<file path="config.mk">
export PLATFORM = sky130hd
export DESIGN_NAME = fifo_sync_param
export DESIGN_NICKNAME = d
export VERILOG_FILES = /design/src/rtl/fifo_pkg.sv /design/src/rtl/fifo_mem_2p.sv /design/src/rtl/fifo_sync_param.sv
export SDC_FILE = /design/constraint.sdc
export NUM_CORES = 1
export LEC_CHECK = 0
export ABC_CLOCK_PERIOD_IN_PS = 3300
export BUFFER_PORTS_ARGS = -buffer_cell sky130_fd_sc_hd__clkbuf_2
export CORE_MARGIN = 8
export CORE_UTILIZATION = 60
export CTS_CLUSTER_SIZE = 24
export DETAILED_ROUTE_END_ITERATION = 6
export PLACE_DENSITY = 0.78
export SYNTH_ARGS = -nofsm -noshare
export SYNTH_HDL_FRONTEND = slang
export SYNTH_HIERARCHICAL = 1
export SYNTH_SLANG_ARGS = --single-unit
export TNS_END_PERCENT = 10
</file>
<file path="constraint.sdc">
create_clock -name clk -period 3.3 [get_ports clk]
set_input_delay 0.33 -clock clk [delete_from_list [all_inputs] [get_ports clk]]
set_output_delay 0.33 -clock clk [all_outputs]
set_load 0.05 [all_outputs]
</file>
<file path="src/rtl/fifo_pkg.sv">
// Shared constants and width helpers for the parametrised synchronous FIFO.
package fifo_pkg;

  // Default build: 8-bit words, 16 entries.
  localparam int DEF_DWIDTH   = 8;
  localparam int DEF_DEPTH    = 16;
  localparam int DEF_AE_LEVEL = 2;

  // Pointer width: enough bits to address DEPTH entries, never zero.
  function automatic int ptr_w(input int depth);
    return (depth <= 1) ? 1 : $clog2(depth);
  endfunction

  // Occupancy width: must represent 0..DEPTH inclusive.
  function automatic int cnt_w(input int depth);
    return $clog2(depth) + 1;
  endfunction

  // True when v is a non-zero power of two.
  function automatic bit is_pow2(input int v);
    return (v > 0) && ((v & (v - 1)) == 0);
  endfunction

endpackage

</file>
<file path="src/rtl/fifo_mem_2p.sv">
// DEPTH x DWIDTH storage with one write port and one registered read port.
// Array contents are never reset; only the read register is.
module fifo_mem_2p
  import fifo_pkg::*;
#(
  parameter int DWIDTH = DEF_DWIDTH,
  parameter int DEPTH  = DEF_DEPTH,
  parameter int AW     = ptr_w(DEF_DEPTH)
) (
  input  logic              clk,
  input  logic              rst_n,
  input  logic              we_i,
  input  logic [AW-1:0]     waddr_i,
  input  logic [DWIDTH-1:0] wdata_i,
  input  logic              re_i,
  input  logic [AW-1:0]     raddr_i,
  output logic [DWIDTH-1:0] rdata_o
);

  logic [DWIDTH-1:0] mem_q [DEPTH];
  logic [DWIDTH-1:0] rdata_q;

  // Write port: store the word at the write address when enabled.
  always_ff @(posedge clk) begin
    if (we_i) begin
      mem_q[waddr_i] <= wdata_i;
    end
  end

  // Read port: capture the addressed word on an enabled edge, hold otherwise.
  // A same-edge write to the same address is not forwarded: the old word wins.
  always_ff @(posedge clk or negedge rst_n) begin
    if (!rst_n) begin
      rdata_q <= '0;
    end else if (re_i) begin
      rdata_q <= mem_q[raddr_i];
    end
  end

  assign rdata_o = rdata_q;

endmodule

</file>
<file path="src/rtl/fifo_sync_param.sv">
// Parametrised single-clock FIFO with occupancy count, programmable
// almost-full/almost-empty flags, read-valid strobe and error pulses.
//
// Handshake: a write is accepted on a rising edge when wr=1 and full=0; a
// read is accepted when rd=1 and empty=0, both judged on the flags as they
// stand before that edge. An accepted read presents its word on dout after
// the edge with dout_valid=1 for exactly that cycle. A write refused because
// the FIFO is full raises overflow for one cycle; a read refused because it
// is empty raises underflow for one cycle. Refused requests change nothing.
module fifo_sync_param
  import fifo_pkg::*;
#(
  parameter int DWIDTH   = DEF_DWIDTH,
  parameter int DEPTH    = DEF_DEPTH,
  parameter int AF_LEVEL = DEPTH - 2,
  parameter int AE_LEVEL = DEF_AE_LEVEL
) (
  input  logic                   clk,
  input  logic                   rst_n,
  input  logic                   wr,
  input  logic [DWIDTH-1:0]      din,
  input  logic                   rd,
  output logic [DWIDTH-1:0]      dout,
  output logic                   dout_valid,
  output logic                   full,
  output logic                   empty,
  output logic                   almost_full,
  output logic                   almost_empty,
  output logic [$clog2(DEPTH):0] count,
  output logic                   overflow,
  output logic                   underflow
);

  localparam int PTR_W = ptr_w(DEPTH);
  localparam int CNT_W = cnt_w(DEPTH);

  // Reject illegal configurations at elaboration.
  if (!is_pow2(DEPTH) || DEPTH < 2) begin : g_bad_depth
    $error("fifo_sync_param: DEPTH must be a power of 2 and >= 2");
  end
  if (AF_LEVEL < 1 || AF_LEVEL > DEPTH) begin : g_bad_af
    $error("fifo_sync_param: AF_LEVEL must be within 1..DEPTH");
  end
  if (AE_LEVEL < 0 || AE_LEVEL > DEPTH - 1) begin : g_bad_ae
    $error("fifo_sync_param: AE_LEVEL must be within 0..DEPTH-1");
  end

  logic [PTR_W-1:0] wptr_q, wptr_d;
  logic [PTR_W-1:0] rptr_q, rptr_d;
  logic [CNT_W-1:0] count_q, count_d;
  logic             dout_valid_q;
  logic             overflow_q, overflow_d;
  logic             underflow_q, underflow_d;
  logic             wr_acc, rd_acc;

  // Flags decode straight from the count register, so they are glitch-free.
  assign full         = (count_q == CNT_W'(DEPTH));
  assign empty        = (count_q == '0);
  assign almost_full  = (count_q >= CNT_W'(AF_LEVEL));
  assign almost_empty = (count_q <= CNT_W'(AE_LEVEL));
  assign count        = count_q;

  assign wr_acc = wr & ~full;
  assign rd_acc = rd & ~empty;

  // Next-state: pointers advance and wrap naturally; count tracks occupancy.
  always_comb begin
    wptr_d      = wptr_q;
    rptr_d      = rptr_q;
    count_d     = count_q;
    overflow_d  = wr & full;
    underflow_d = rd & empty;
    if (wr_acc) begin
      wptr_d = wptr_q + PTR_W'(1);
    end
    if (rd_acc) begin
      rptr_d = rptr_q + PTR_W'(1);
    end
    unique case ({wr_acc, rd_acc})
      2'b10:   count_d = count_q + CNT_W'(1);
      2'b01:   count_d = count_q - CNT_W'(1);
      default: count_d = count_q;
    endcase
  end

  // State registers: asynchronous clear discards all buffered entries.
  always_ff @(posedge clk or negedge rst_n) begin
    if (!rst_n) begin
      wptr_q       <= '0;
      rptr_q       <= '0;
      count_q      <= '0;
      dout_valid_q <= 1'b0;
      overflow_q   <= 1'b0;
      underflow_q  <= 1'b0;
    end else begin
      wptr_q       <= wptr_d;
      rptr_q       <= rptr_d;
      count_q      <= count_d;
      dout_valid_q <= rd_acc;
      overflow_q   <= overflow_d;
      underflow_q  <= underflow_d;
    end
  end

  assign dout_valid = dout_valid_q;
  assign overflow   = overflow_q;
  assign underflow  = underflow_q;

  fifo_mem_2p #(
    .DWIDTH (DWIDTH),
    .DEPTH  (DEPTH),
    .AW     (PTR_W)
  ) u_mem (
    .clk     (clk),
    .rst_n   (rst_n),
    .we_i    (wr_acc),
    .waddr_i (wptr_q),
    .wdata_i (din),
    .re_i    (rd_acc),
    .raddr_i (rptr_q),
    .rdata_o (dout)
  );

endmodule
</file>
# After elaboration in Yosys (flattened, before gate mapping)
# Memories as Yosys holds them, arrays and structs flattened. A register that Yosys moved wholly into a read port is not among the register bits.
# Index checks and enable logic that the tools add are counted.
dict set report op_classes {
  addsub 4
  order_cmp 2
  n_eq_ne 3
  muxes 3
  n_bitwise 6
  reduce_logical 3
}
# op count
set op_table {}
lappend op_table {{5-bit case mux with 2 select lines} 1}
lappend op_table {{4-bit by 1-bit adder with 4-bit output (second input constant)} 2}
lappend op_table {{5-bit by 1-bit adder with 5-bit output (second input constant)} 1}
lappend op_table {{5-bit == test (second input constant)} 1}
lappend op_table {{5-bit by 4-bit >= comparator with 1-bit output (second input constant)} 1}
lappend op_table {{5-bit by 2-bit <= comparator with 1-bit output (second input constant)} 1}
lappend op_table {{5-bit logical NOT} 1}
lappend op_table {{5-bit by 1-bit subtractor with 5-bit output (second input constant)} 1}
lappend op_table {{1-bit bitwise AND} 4}
lappend op_table {{2-bit by 1-bit == test with 1-bit output (second input constant)} 1}
lappend op_table {{2-bit == test (second input constant)} 1}
lappend op_table {{1-bit two-way mux} 2}
lappend op_table {{1-bit NOT} 2}
lappend op_table {{2-bit nonzero test} 1}
lappend op_table {{1-bit logical NOT} 1}
dict set report word_totals {
  register_bits 16
  ram_bits 128
  input_bits 12
  out_inout_bits 20
  elab_cells 28
  mem_count 1
}
# memory words word_bits read_ports rd_ports_with_merged_regs wr line_no
set mem_list {}
lappend mem_list {u_mem.mem_q 16 8 1 1 1 fifo_mem_2p.sv:20} ;# logic [DWIDTH-1:0] mem_q [DEPTH];

# Logic depth before layout (Yosys ltp)
dict set report logic_depth {
  word_depth 5
  depth_mapped 8
  mapped_depth_nobuf 8
}

# Modules after synthesis
# The synthesis kept the hierarchy.
# mod instances cells_each area_each_um2 seq_area_each_um2
set by_module_without_submodules {}
lappend by_module_without_submodules {fifo_mem_2p 1 240 5331.4 4043.9}
lappend by_module_without_submodules {fifo_sync_param 1 78 897.1 400.4}

# Worst setup path after synthesis
# OpenSTA, ideal clock, no wires.
dict set report synth_path {
  path_type {reg-to-output}
  startpoint {reg count_q[4] (netlist: count[4])}
  endpoint {out almost_empty}
  t_arrival_ns 3.281
  required_time_ns 2.970
  setup_slack_ns -0.311
  path_stages_with_launch 3
  path_buffers 1
  path_cell_list {dfrtp_1 -> clkbuf_1 -> a2111oi_0}
}
dict set report synth_between {
  elab_chain_len 1
}
# element line_no
set synth_rtl {}
lappend synth_rtl {{start, declared} fifo_sync_param.sv:50} ;# logic [CNT_W-1:0] count_q, count_d;
lappend synth_rtl {{start signal, assigned} fifo_sync_param.sv:98} ;# count_q <= count_d;
lappend synth_rtl {{5-bit by 2-bit <= comparator with 1-bit output} fifo_sync_param.sv:60} ;# assign almost_empty = (count_q <= CNT_W'(AE_LEVEL));
lappend synth_rtl {{end, declared} fifo_sync_param.sv:28} ;# output logic almost_empty,
# Every way passes these cells.

# Worst setup path in the final report
dict set report layout_path {
  startpoint {reg count_q[0] (netlist: count[0])}
  endpoint {reg count_q[4] (netlist: count[4])}
}
dict set report layout_between {
  elab_chain_len 5
  elab_cells_between_ends 12
  classes_between {add/sub (2); eq/ne (3); mux (1); bitwise (4); reduce/logical (2)}
}
# element line_no
set layout_rtl {}
lappend layout_rtl {{5-bit logical NOT *} fifo_sync_param.sv:58} ;# assign empty = (count_q == '0);
lappend layout_rtl {{1-bit NOT *} fifo_sync_param.sv:64} ;# assign rd_acc = rd & ~empty;
lappend layout_rtl {{1-bit bitwise AND *} fifo_sync_param.sv:64}
lappend layout_rtl {{named net rd_acc} fifo_sync_param.sv:54} ;# logic wr_acc, rd_acc;
lappend layout_rtl {{2-bit by 1-bit == test with 1-bit output or 2-bit == test (tied branches)} fifo_sync_param.sv:79} ;# unique case ({wr_acc, rd_acc})
lappend layout_rtl {{5-bit case mux with 2 select lines or 2-bit nonzero test (tied branches)} n/a}
# Mark *: on every way through the listed nets, which the timed path passes. The rest lies on a longest branch.
# A chain may end at the register's enable or synchronous reset.

==> impl_metrics.toml <==
[run]
cap_violations = 0

[min_path]
hold_path.class = "in2reg"
holdPathStages = 2

[global_routing]
grt_usage_pct = 19.24
antenna_found_initial = 0
grt_pass1_vias = 3525
grt_pass1_wl_um = 20100
grt_overflow = 0
grt_max_degree = 33

[synth]
synth_top_area_cell = "edfxtp_1"
synth_common_cells = "128 x edfxtp_1, 26 x mux4_2, 24 x dfrtp_1"
yosysMostFrequentCell = "edfxtp_1"
syn_area_mm2 = 0.006228
synth_edf_count = 128
ys_seq_area_share_pct = 71.35
syn_area_per_cell_um2 = 19.59
async_reset_ff_share_pct = 15.79
synth_cell_type_count = 48
synth-main-ff-cell = "edfxtp_1"
ys_warn_count = 6
synth_area_leaders = "edfxtp_1 62%, dfrtp_1 9.6%, mux4_2 9.4%"
synth.top_cell.area_share_pct = 61.71
synthCells = 318
synth-seq-cells = 152
synth_fp_nets = 337

[power]
leakagePower_nw = 2.521
power_density_mw_per_mm2 = 959.0
seqPwrFrac_pct = 39.3
clkPwrFrac_pct = 29.4
swShare_pct = 33.53
switching_power_w = 0.002309
vdd_drop_max_mv = 1.021
internal_power_w = 0.004577
fin_total_pwr_w = 0.006886
p_comb_share_pct = 31.3

[placement]
place_congestion = 0.7402
place_hpwl_um = 7619
port_buffers = 31

[sta]
skew_ps = 9.011
fmax_mhz = 338.6
setup_viol = 0
slew_headroom_pct = 33.81
rsz0062_at_grt = "no"
finalHoldViolations = 0
finalSetupTns_ps = 0
tightest_slew_ps = 989.2
fin_crit_ps = 2953
final_max_slew_viol_count = 0
period_share_pct = 89.49

[floorplanning]
die_h_um = 117.9
die_area_mm2 = 0.01390
initial_core_util_pct = 61.15
die_w_um = 117.9
rows = 37
ios = 32
coreArea_mm2 = 0.01018

[cts]
htreeDepth = 4
cts_tree = "yes"
clk_pin_slew_ps = 60
numCtsBuffers = 17
cts.path.max_buffers = 2
cts_root_buffer = "clkbuf_8"
insertion_delay_ps = 510
ctsResizeCount = 0
numClockSinks = 152

[cells_and_area]
syn_to_final_growth_pct = 15.29
nets = 388
multi_input_area_mm2 = 0.001634
register_area_mm2 = 0.004444
antenna_cells = 0
fillCellCount = 618
drive_gt1_share_pct = 30.97

[route]
drt-pass1-iter-count = 4
drc = 0
routedWlPerCell_um = 24.51
vias_per_cell = 6.366
drt-total-wl_um = 12670
dr_total_vias = 3291
dr.first_iter.drc_count = 276
ant_nets = 0

[setup_path]
worstPathArrival_ps = 3340
cp_max_fo = 10
critPathKind = "reg2reg"
critPathLaunchType = "flop"
critPathRequiredTime_ps = 3690
end_kind = "flop"
r2r_cells = 8

[run_status]
outcome = "complete, no violations"
-- critical path, stage by stage (launching register included) --
cell,delay (ps)
dfrtp_1,480
or4_4,610
o21ai_4,180
inv_1,80
ha_1,310
ha_1,410
or4b_1,530
o311ai_0,120
o211ai_1,120
-- final cells by class --
class                           count  share of cell area (%)
Inverter                            4                  0.2091
Clock inverter                     13                   2.805
Sequential cell                   152                   61.89
Tap cell                          136                   2.370
Clock buffer                       18                   5.820
Timing Repair Buffer               48                   4.147
Multi-Input combinational cell    146                   22.76
-- per-layer routing --
layer / share of wire [%] / track usage [%]
met5: 0 / 0
met4: 1.1 / 5.845
met3: 6.2 / 5.276
met2: 51 / 32.01
met1: 41 / 24.16
-- kinds of logic (layout without fill, tap and decap cells) --
group           Yosys count  in the layout  share of synthesized area, %
fa+ha+maj                 7              7                         1.527
simple gates             54             54                         4.781
flops                   152            152                         71.35
mux                      44             44                         13.94
xor+xnor                  8              8                         1.125
compound gates           33             33                         4.841
buf+inv                  20             83                         2.431
-- stage by stage --
stage          hold WS [ps]  utilization (%)  worst slack (ps)  instance area, um2  instances
2_1_floorplan         34.41                -             305.7                6230        318
3_3_place_gp          372.7            64.32             471.1                6551        485
3_5_place_dp          387.9            64.32             355.7                6551        485
4_1_cts               112.7            70.50             342.7                7181        517
5_1_grt               122.0            70.50             86.93                7181        517
6_report              127.1            70.50             346.7                7181        517
-- power groups by stage --
stage               clock [W]  sequential, W  combinational (W)
floorplan                   0        0.00289            0.00148
CTS                   0.00204        0.00271            0.00218
detailed placement          0        0.00274            0.00214
finish                0.00202        0.00271            0.00216
global route          0.00212        0.00275            0.00231
global placement            0        0.00271            0.00208
-- cells in the final DEF (no fill, tap or decap), drive strengths merged, types with 2 or more instances in the layout --
cell type,Yosys,routed
edfxtp,128,128
clkbuf,1,49
mux4,32,32
dfrtp,24,24
nor2,21,21
buf,15,16
mux2i,8,8
a221oi,8,8
o22ai,8,8
a21oi,6,6
ha,6,6
inv,4,6
clkinv,0,6
xnor2,5,5
nor3b,5,5
bufinv,0,5
nand3,4,4
nor3,4,4
mux2,4,4
o21ai,4,4
and2,3,3
xor2,3,3
nand2,3,3
nand2b,3,3
o211ai,2,2
nand3b,2,2
or4,2,2
-- path summary, 6_finish.rpt --
path                                       start                      endpoint  slack [ps]
setup / recovery            count[0]$_DFFE_PN0P_          count[4]$_DFFE_PN0P_         350
hold / removal                                rd           underflow$_DFF_PN0_         130
setup reg to reg            count[0]$_DFFE_PN0P_          count[4]$_DFFE_PN0P_         350
hold reg to reg            rptr_q[2]$_DFFE_PN0P_         rptr_q[2]$_DFFE_PN0P_         510
max in group asynchronous                  rst_n  u_mem/rdata_o[0]$_DFFE_PN0P_        2500
min in group asynchronous                  rst_n         wptr_q[2]$_DFFE_PN0P_         370
-- sequential cells by signal, indices dropped and copies added (netlist names) --
signal         count
dout_valid         1
u_mem/mem_q      128
count              5
u_mem/rdata_o      8
wptr_q             4
rptr_q             4
underflow          1
overflow           1
-- what timing repair did --
action | 4_1_cts | 5_1_grt
buffers inserted | 0 | 0
hold buffers | 1 | 0
endpoints found under the hold margin | 24 | 0
Note: power is estimated with default switching activity, not from simulation.
